### src/rtl/pid_seq_pkg.sv
// Shared types and constants for the servo control-loop sequencer.
package pid_seq_pkg;

  typedef enum logic [2:0] {
    ST_IDLE      = 3'd0,
    ST_SAMPLE    = 3'd1,
    ST_WAIT_ADC  = 3'd2,
    ST_START     = 3'd3,
    ST_WAIT_PID  = 3'd4,
    ST_WAIT_SYNC = 3'd5
  } state_e;

  // Shortest loop period; covers a zero-wait iteration so it can never overrun.
  localparam int unsigned MIN_PERIOD = 8;
  localparam int unsigned OVR_CNT_W  = 8;

  // Increment that sticks at all-ones.
  function automatic logic [OVR_CNT_W-1:0] sat_inc_ovr(input logic [OVR_CNT_W-1:0] v);
    return (v == {OVR_CNT_W{1'b1}}) ? v : v + OVR_CNT_W'(1);
  endfunction

endpackage

### src/rtl/loop_tick_gen.sv
// Loop-period tick generator: counts 0..P-1, P = max(period_i, MIN_PERIOD).
module loop_tick_gen
  import pid_seq_pkg::*;
#(
  parameter int unsigned DIV_W = 16
) (
  input  logic             clk_i,
  input  logic             reset,
  input  logic             enable_i,
  input  logic [DIV_W-1:0] period_i,
  output logic             tick_o
);

  localparam logic [DIV_W-1:0] MIN_P = DIV_W'(MIN_PERIOD);

  logic [DIV_W-1:0] cnt_q, cnt_d;
  logic [DIV_W-1:0] per_q, per_d;
  logic [DIV_W-1:0] per_clamp;
  logic             tick_q, tick_d;

  // Next count and period; the period is re-sampled at each wrap and tracks
  // period_i while disabled so the first period after enable is the requested one.
  always_comb begin
    per_clamp = (period_i < MIN_P) ? MIN_P : period_i;
    cnt_d     = cnt_q;
    per_d     = per_q;
    tick_d    = 1'b0;
    if (!enable_i) begin
      cnt_d = '0;
      per_d = per_clamp;
    end else if (cnt_q == per_q - DIV_W'(1)) begin
      cnt_d  = '0;
      per_d  = per_clamp;
      tick_d = 1'b1;
    end else begin
      cnt_d = cnt_q + DIV_W'(1);
    end
  end

  // Counter, period and tick registers.
  always_ff @(posedge clk_i) begin
    if (!reset) begin
      cnt_q  <= '0;
      per_q  <= MIN_P;
      tick_q <= 1'b0;
    end else begin
      cnt_q  <= cnt_d;
      per_q  <= per_d;
      tick_q <= tick_d;
    end
  end

  assign tick_o = tick_q;

endmodule

### src/rtl/pid_loop_sequencer.sv
// Control-loop sequencer: tick -> ADC sample -> PID compute -> duty load at PWM sync.
module pid_loop_sequencer
  import pid_seq_pkg::*;
#(
  parameter int unsigned      WIDTH    = 12,
  parameter int unsigned      DIV_W    = 16,
  parameter int unsigned      TIMEOUT  = 255,
  parameter logic [WIDTH-1:0] DUTY_RST = '0
) (
  input  logic                 clk_i,
  input  logic                 reset,
  input  logic                 enable_i,
  input  logic                 clr_i,
  input  logic [DIV_W-1:0]     period_i,
  output logic                 adc_req_o,
  input  logic                 adc_valid_i,
  input  logic [WIDTH-1:0]     adc_data_i,
  output logic [WIDTH-1:0]     pid_y_o,
  output logic                 pid_start_o,
  input  logic                 pid_done_i,
  input  logic [WIDTH-1:0]     pid_u_i,
  input  logic                 pwm_sync_i,
  output logic [WIDTH-1:0]     pwm_duty_o,
  output logic                 pwm_load_o,
  output logic                 busy_o,
  output logic                 overrun_o,
  output logic                 fault_o,
  output logic [OVR_CNT_W-1:0] overrun_cnt_o
);

  // Wait counter holds 0..TIMEOUT-1; the last value is the give-up point.
  localparam int unsigned      WAIT_W    = (TIMEOUT < 2) ? 1 : $clog2(TIMEOUT);
  localparam logic [WAIT_W-1:0] WAIT_LAST = WAIT_W'(TIMEOUT - 1);

  state_e                 state_q, state_d;
  logic [WAIT_W-1:0]      wait_q, wait_d;
  logic [WIDTH-1:0]       pid_y_q, pid_y_d;
  logic [WIDTH-1:0]       pend_q, pend_d;
  logic [WIDTH-1:0]       duty_q, duty_d;
  logic                   adc_req_q, adc_req_d;
  logic                   pid_start_q, pid_start_d;
  logic                   load_q, load_d;
  logic                   busy_q, busy_d;
  logic                   ovr_q, ovr_d;
  logic                   fault_q, fault_d;
  logic [OVR_CNT_W-1:0]   ovr_cnt_q, ovr_cnt_d;
  logic                   tick;
  logic                   ovr_ev;
  logic                   fault_ev;

  loop_tick_gen #(
    .DIV_W (DIV_W)
  ) u_tick (
    .clk_i    (clk_i),
    .reset    (reset),
    .enable_i (enable_i),
    .period_i (period_i),
    .tick_o   (tick)
  );

  // Next-state, datapath latches, flags and registered strobes.
  always_comb begin
    state_d   = state_q;
    wait_d    = '0;
    pid_y_d   = pid_y_q;
    pend_d    = pend_q;
    duty_d    = duty_q;
    load_d    = 1'b0;
    fault_ev  = 1'b0;
    ovr_d     = ovr_q;
    fault_d   = fault_q;
    ovr_cnt_d = ovr_cnt_q;

    unique case (state_q)
      ST_IDLE: begin
        if (tick) state_d = ST_SAMPLE;
      end
      ST_SAMPLE: state_d = ST_WAIT_ADC;
      ST_WAIT_ADC: begin
        if (adc_valid_i) begin
          pid_y_d = adc_data_i;
          state_d = ST_START;
        end else if (wait_q == WAIT_LAST) begin
          fault_ev = 1'b1;
          state_d  = ST_IDLE;
        end else begin
          wait_d = wait_q + WAIT_W'(1);
        end
      end
      ST_START: state_d = ST_WAIT_PID;
      ST_WAIT_PID: begin
        if (pid_done_i) begin
          pend_d  = pid_u_i;
          state_d = ST_WAIT_SYNC;
        end else if (wait_q == WAIT_LAST) begin
          fault_ev = 1'b1;
          state_d  = ST_IDLE;
        end else begin
          wait_d = wait_q + WAIT_W'(1);
        end
      end
      ST_WAIT_SYNC: begin
        if (pwm_sync_i) begin
          duty_d  = pend_q;
          load_d  = 1'b1;
          state_d = ST_IDLE;
        end
      end
      default: state_d = ST_IDLE;
    endcase

    // A tick that finds the loop busy is dropped and recorded; set beats clear.
    ovr_ev = tick && (state_q != ST_IDLE);
    if (ovr_ev) begin
      ovr_d     = 1'b1;
      ovr_cnt_d = clr_i ? OVR_CNT_W'(1) : sat_inc_ovr(ovr_cnt_q);
    end else if (clr_i) begin
      ovr_d     = 1'b0;
      ovr_cnt_d = '0;
    end

    if (fault_ev)   fault_d = 1'b1;
    else if (clr_i) fault_d = 1'b0;

    adc_req_d   = (state_d == ST_SAMPLE);
    pid_start_d = (state_d == ST_START);
    busy_d      = (state_d != ST_IDLE);
  end

  // State and output registers.
  always_ff @(posedge clk_i) begin
    if (!reset) begin
      state_q     <= ST_IDLE;
      wait_q      <= '0;
      pid_y_q     <= '0;
      pend_q      <= DUTY_RST;
      duty_q      <= DUTY_RST;
      adc_req_q   <= 1'b0;
      pid_start_q <= 1'b0;
      load_q      <= 1'b0;
      busy_q      <= 1'b0;
      ovr_q       <= 1'b0;
      fault_q     <= 1'b0;
      ovr_cnt_q   <= '0;
    end else begin
      state_q     <= state_d;
      wait_q      <= wait_d;
      pid_y_q     <= pid_y_d;
      pend_q      <= pend_d;
      duty_q      <= duty_d;
      adc_req_q   <= adc_req_d;
      pid_start_q <= pid_start_d;
      load_q      <= load_d;
      busy_q      <= busy_d;
      ovr_q       <= ovr_d;
      fault_q     <= fault_d;
      ovr_cnt_q   <= ovr_cnt_d;
    end
  end

  assign adc_req_o     = adc_req_q;
  assign pid_start_o   = pid_start_q;
  assign pid_y_o       = pid_y_q;
  assign pwm_duty_o    = duty_q;
  assign pwm_load_o    = load_q;
  assign busy_o        = busy_q;
  assign overrun_o     = ovr_q;
  assign fault_o       = fault_q;
  assign overrun_cnt_o = ovr_cnt_q;

endmodule
### config.mk
export PLATFORM = sky130hd
export DESIGN_NAME = pid_loop_sequencer
export DESIGN_NICKNAME = d
export VERILOG_FILES = /design/src/rtl/pid_seq_pkg.sv /design/src/rtl/loop_tick_gen.sv /design/src/rtl/pid_loop_sequencer.sv
export SDC_FILE = /design/constraint.sdc
export NUM_CORES = 1
export LEC_CHECK = 0
export CAP_MARGIN = 20
export CORE_ASPECT_RATIO = 1.4
export CORE_UTILIZATION = 23
export DETAILED_ROUTE_END_ITERATION = 12
export DONT_BUFFER_PORTS = 1
export GPL_TIMING_DRIVEN = 0
export PLACE_DENSITY_LB_ADDON = 0.08
export SETUP_SLACK_MARGIN = 0.2
export SYNTH_ARGS = -nofsm -noshare
export SYNTH_HDL_FRONTEND = slang
export SYNTH_SLANG_ARGS = --single-unit
### constraint.sdc
create_clock -name clk_i -period 5.3 [get_ports clk_i]
set_input_delay 1.06 -clock clk_i [delete_from_list [all_inputs] [get_ports clk_i]]
set_output_delay 1.06 -clock clk_i [all_outputs]
set_load 0.02 [all_outputs]
# == Word-level counts from Yosys, hierarchy flattened ==
# Cells that the tools add are included.
# word_totals
word_cells,73
regBits,94
inputBits,47
# op_classes
n_bitwise,2
n_reduce_logical,13
magnitude_cmp,1
n_mux,26
eq_ne,12
addsub,4
# op_table
op,n
8-bit 2-to-1 mux,7
16-bit 2-to-1 mux,3
3-bit one-hot mux with 6 select lines,1
16-bit by 1-bit adder with 16-bit output (second input constant),1
8-bit by 1-bit adder with 8-bit output (second input constant),2
16-bit equality test,1
8-bit equality test (second input constant),2
16-bit by 4-bit < comparator with 1-bit output (second input constant),1
8-bit one-hot mux with 2 select lines,1
16-bit by 1-bit subtractor with 16-bit output (second input constant),1
3-bit 2-to-1 mux,5
2-bit AND reduction,6
3-bit by 2-bit equality test with 1-bit output (second input constant),3
1-bit 2-to-1 mux,8
3-bit by 1-bit equality test with 1-bit output (second input constant),2
3-bit equality test (second input constant),2
3-bit nonzero test,2
2-bit nonzero test,2
3-bit zero test,1
3-bit OR reduction,1
2-bit by 1-bit inequality test with 1-bit output (second input constant),1
2-bit inequality test (second input constant),1
1-bit NOT,2
1-bit one-hot mux with 2 select lines,1
1-bit logical AND,1

# == Longest topological paths before layout ==
# depth
ltp_word,5
depth_mapped,12
depth_no_buf,9

# == By module ==
# From an unflattened synthesis, not the netlist that was laid out.
# hier_totals
hier_cells,532
hier_area_um2,4484.3
# by_module_without_submodules
module,cells_each,n_inst,area_per_inst_um2,seq_area_each_um2
pid_loop_sequencer,297,1,2548.7,1221.2
loop_tick_gen,235,1,1935.6,660.6

# == Least setup slack after synthesis ==
# OpenSTA, ideal clock, no wires.
# synth_path
path_kind,register to register
from,reg u_tick.per_q[0]
to,reg u_tick.per_q[3]
path_slack_ns,2.672
path_stages_with_launch,10
setup_time_ns,0.122
arrival_ns,2.507
path_buffers,1
synth_period_minus_slack_ns,2.628
path_cell_list,dfxtp_1 > inv_1 > ha_1 > or4_1 > a31o_1 > a2111oi_4 > o2111ai_2 > o21a_1 > buf_6 > o32a_1
# synth_via
elab_chain_cells,3
# synth_rtl
item,line,rtl
start: declaration,loop_tick_gen.sv:17,"logic [DIV_W-1:0] per_q, per_d;"
start signal: assignment,loop_tick_gen.sv:48,per_q <= per_d;
16-bit by 1-bit subtractor with 16-bit output,loop_tick_gen.sv:31,end else if (cnt_q == per_q - DIV_W'(1)) begin
16-bit equality test,loop_tick_gen.sv:31,
2-bit by 1-bit inequality test with 1-bit output (no source line),n/a,
# No other way between the ends.
# A chain may end at the register's enable or synchronous reset.

# == Final worst setup path ==
# layout_path
from,reg u_tick.per_q[3]
to,reg u_tick.per_q[3]
# The elaborated chain is that of the path after synthesis.

==> run_results.csv <==
group,metric,value,unit
sta,layout_setup_ws,2.43,ns
hold_path,worstHoldPathCells,2,
detailed_routing,drcViolationCount,0,
placed_design,place.gp.congestion,0.748,
synthesis,synthArstFlopShare,0,%
run_status,run_status,"finished, final reports clean",
power_and_ir_drop,p_switching,0.370,mW
sta,fin_crit_sh,54.1,%
setup_path,crit_top_cell,"nor4_2",
floorplan,ios,85,
layout,area.growth.synth_to_final,14.7,%
detailed_routing,wl_per_cell,15.3,microns
global_routing,grt_usage,12.8,%
clocking,clk_latency,0.35,ns
placed_design,io_buffers,0,
clocking,path_clk_slew,0.07,ns
synthesis,netlist_area,4280,sq um
clocking,cts-root-buf,"clkbuf_16",
detailed_routing,wirelength,11.8,mm
placed_design,preCtsSetupSlack,2.40,ns
sta,slew_viol_final,0,
setup_path,crit_type,"reg -> reg",
power_and_ir_drop,p_leak,1.65,nW
setup_path,cp_data_arrival_time,3.10,ns
setup_path,worstPathBufferInverterCount,2,
layout,final_common_cell,"nand2_1",
layout,seqCellArea,1880,sq um
sta,setup_tns,0,ns
setup_path,startpoint_type,"register",
setup_path,max_stage_delay,0.67,ns
setup_path,r2r_end,"u_tick.per_q[3]",
hold_path,holdCritPathClass,"reg -> reg",
detailed_routing,drtAntennaViolNets,0,
detailed_routing,routed_via_density,4.54,
layout,multiInputGateArea,2180,sq um
sta,relSlewSlack,51.1,%
synthesis,synth_cells,516,
power_and_ir_drop,p_int,1.17,mW
detailed_routing,drt-initial-drc-count,88,
global_routing,antenna_found_initial,0,
floorplan,fp.dieH,163,microns
setup_path,slowest_stage,"nor4_2",
power_and_ir_drop,ir_drop,121,uV
power_and_ir_drop,p_sw_share,24.0,%
clocking,cts_setup_buffers,0,
hold_path,min_to,"pwm_duty_o[8]",
sta,tightestPinTransition,0.728,ns
layout,antenna_cells,0,
layout,final_layout_size_suffix_gt1_share,6.39,%
setup_path,cp_cell_sequence,"clkbuf_2 -> nor4_2 -> nand2_1 -> xnor2_1 -> nor4_2 -> o2111ai_2 -> o21a_1 -> buf_6 -> o32a_1",
synthesis,synth_edf_count,0,
sta,hold_viol_final,0,
layout,fillCellCount,1964,
synthesis,synth_fp_nets,568,
setup_path,worstRegToRegCells,9,
floorplan,dieArea,19200,sq um
setup_path,cp_top_family,"simple AND/OR/NAND/NOR gates",
sta,clock.fmax,349,MHz
hold_path,holdCritStartpoint,"pend_q[8]",
global_routing,grt_start_max_net_pins,18,
floorplan,die_w,117,microns
clocking,cts_tree,"built",
sta,rsz0062_at_grt,"false",
setup_path,critPathCaptureType,"register",
power_and_ir_drop,combPwrFrac,6.2,%
synthesis,netlist_top_cells_area,"dfxtp_1 44%, nand2_1 10%, a21oi_1 5.3%, xor2_1 4.9%, xnor2_1 4.3%",
setup_path,crit_required,5.53,ns
clocking,cts_made_buffers,9,
power_and_ir_drop,report.power.total,1.54,mW
floorplan,fp-row-count,58,
clocking,ctsResizeCount,0,
layout,final_cell_mix,"114 x nand2_1, 94 x dfxtp_1, 47 x nor2_1",
sta,clock_skew,0.00760,ns
floorplan,initial_utilization,23.7,%
synthesis,yosys_warnings,0,
synthesis,yosys.area.top_type,"dfxtp_1",
synthesis,ys_ff_latch,94,
power_and_ir_drop,clkPwrFrac,46.8,%
placed_design,hpwl,9.01,mm
clocking,postCtsHoldBufs,0,
sta,fin_crit,2.87,ns
synthesis,synth_cell_type_count,56,
detailed_routing,num_vias,3507,
clocking,clk_path_buf_depth,2,
run,maxCapViolCount,0,
global_routing,grt_pass1_vias,3499,
floorplan,core_area,18100,sq um
setup_path,reg2reg_slack,2.43,ns
layout,finalNetCount,579,
global_routing,gr-total-overflow,0,
power_and_ir_drop,p_seq_share,47.0,%
synthesis,synth_top_cell_area_share,44.0,%
setup_path,cp_max_fo,7,
clocking,h-tree-depth,3,
sta,setup_viol,0,
global_routing,grt_pass1_wl,18.8,mm
detailed_routing,first_pass_iters,5,
clocking,cts.sinks,94,
synthesis,syn-mean-instance-area,8.30,sq um
synthesis,synth_ff_type,"dfxtp_1",
synthesis,yosysSeqAreaShare,44.0,%
setup_path,r2r_start,"u_tick.per_q[3]",
power_and_ir_drop,p_per_area,314,nW/um^2
==> layout make-up <==
class	instances	share of cell area, %
clock buffer	9	4.59
tap	240	6.11
clock inverter	7	2.11
buffer	29	3.62
multi-input combinational	381	44.3
sequential	94	38.3
inverter	12	0.917
==> flip-flops by register name (all words and copies together) (netlist names), 3 cells and up <==
name and cells:
overrun_cnt_o 8, pend_q 12, pid_y_o 12, pwm_duty_o 12, state_q 3, u_tick.cnt_q 16, u_tick.per_q 16, wait_q 8
==> tightest hold or removal path: cells and delay by family (launching register included) <==
family / cells / cell delay (ns)
DFF: 1 / 0.31
and+or+nand+nor: 1 / 0.05
AOI/OAI and AO/OA: 1 / 0.05
==> per-layer routing <==
layer | global-route usage, % | wire length (microns) | up-vias
li1 | - | - | 1763
met1 | 13.0 | 4660 | 1672
met2 | 24.0 | 6260 | 63
met3 | 3.88 | 656 | 9
met4 | 5.55 | 216 | 0
met5 | 0 | 0 | -
==> per-stage QoR <==
step | hold WS [ns] | instance area (sq um) | util [%] | std cells
after CTS | 0.457 | 4910 | 27.2 | 772
after detailed placement | 0.446 | 4580 | 25.4 | 756
after global routing | 0.470 | 4910 | 27.2 | 772
after global placement | 0.437 | 4580 | 25.4 | 756
final | 0.451 | 4910 | 27.2 | 772
after floorplan | 0.432 | 4280 | - | 516
==> synth_stat cells, types with 4 or more instances <==
library cell / instances
nor3_1: 11
a21oi_1: 45
o22ai_1: 5
nor4_1: 7
nand3_1: 18
nand2_1: 114
clkbuf_1: 15
inv_1: 11
dfxtp_1: 94
nand4_1: 10
xor2_1: 24
o21ai_0: 6
nor2b_1: 4
xnor2_1: 21
mux2i_1: 15
ha_1: 5
nor2_1: 47
and3_1: 9
==> kinds of logic (layout without fill, tap and decap cells) <==
group                      count (synthesis)  count (layout)  share of synthesized area, %
AOI/OAI and AO/OA                         77              77                          11.3
adders and majority gates                  5               5                          1.46
muxes                                     15              15                          3.51
DFF                                       94              94                          44.0
buffers and inverters                     41              57                          5.20
xor gates and xnor gates                  45              45                          9.21
and+or+nand+nor                          239             239                          25.4
==> how the worst max path moves through the flow <==
| stage | start | endpoint | slack, ns | cells after the start |
|---|---|---|---|---|
| final | u_tick.per_q[3] | u_tick.per_q[3] | 2.43 | 9 |
| after global routing | u_tick.per_q[3] | u_tick.per_q[3] | 2.24 | 9 |
| after CTS | u_tick.per_q[3] | u_tick.per_q[3] | 2.39 | 9 |
| after detailed placement | u_tick.per_q[3] | u_tick.per_q[3] | 2.40 | 9 |
| after global placement | u_tick.per_q[3] | u_tick.per_q[3] | 2.43 | 9 |
| after floorplan | u_tick.per_q[0] | u_tick.per_q[3] | 2.67 | 9 |
==> power by group through the flow <==
stage / clock network, mW / registers, mW / logic [mW]
6_report: 0.722 / 0.725 / 0.0950
5_1_grt: 0.784 / 0.727 / 0.106
4_1_cts: 0.750 / 0.725 / 0.0975
3_5_place_dp: 0 / 0.742 / 0.0973
3_3_place_gp: 0 / 0.742 / 0.0972
2_1_floorplan: 0 / 0.738 / 0.0730
(Power assumes the default switching activity.)
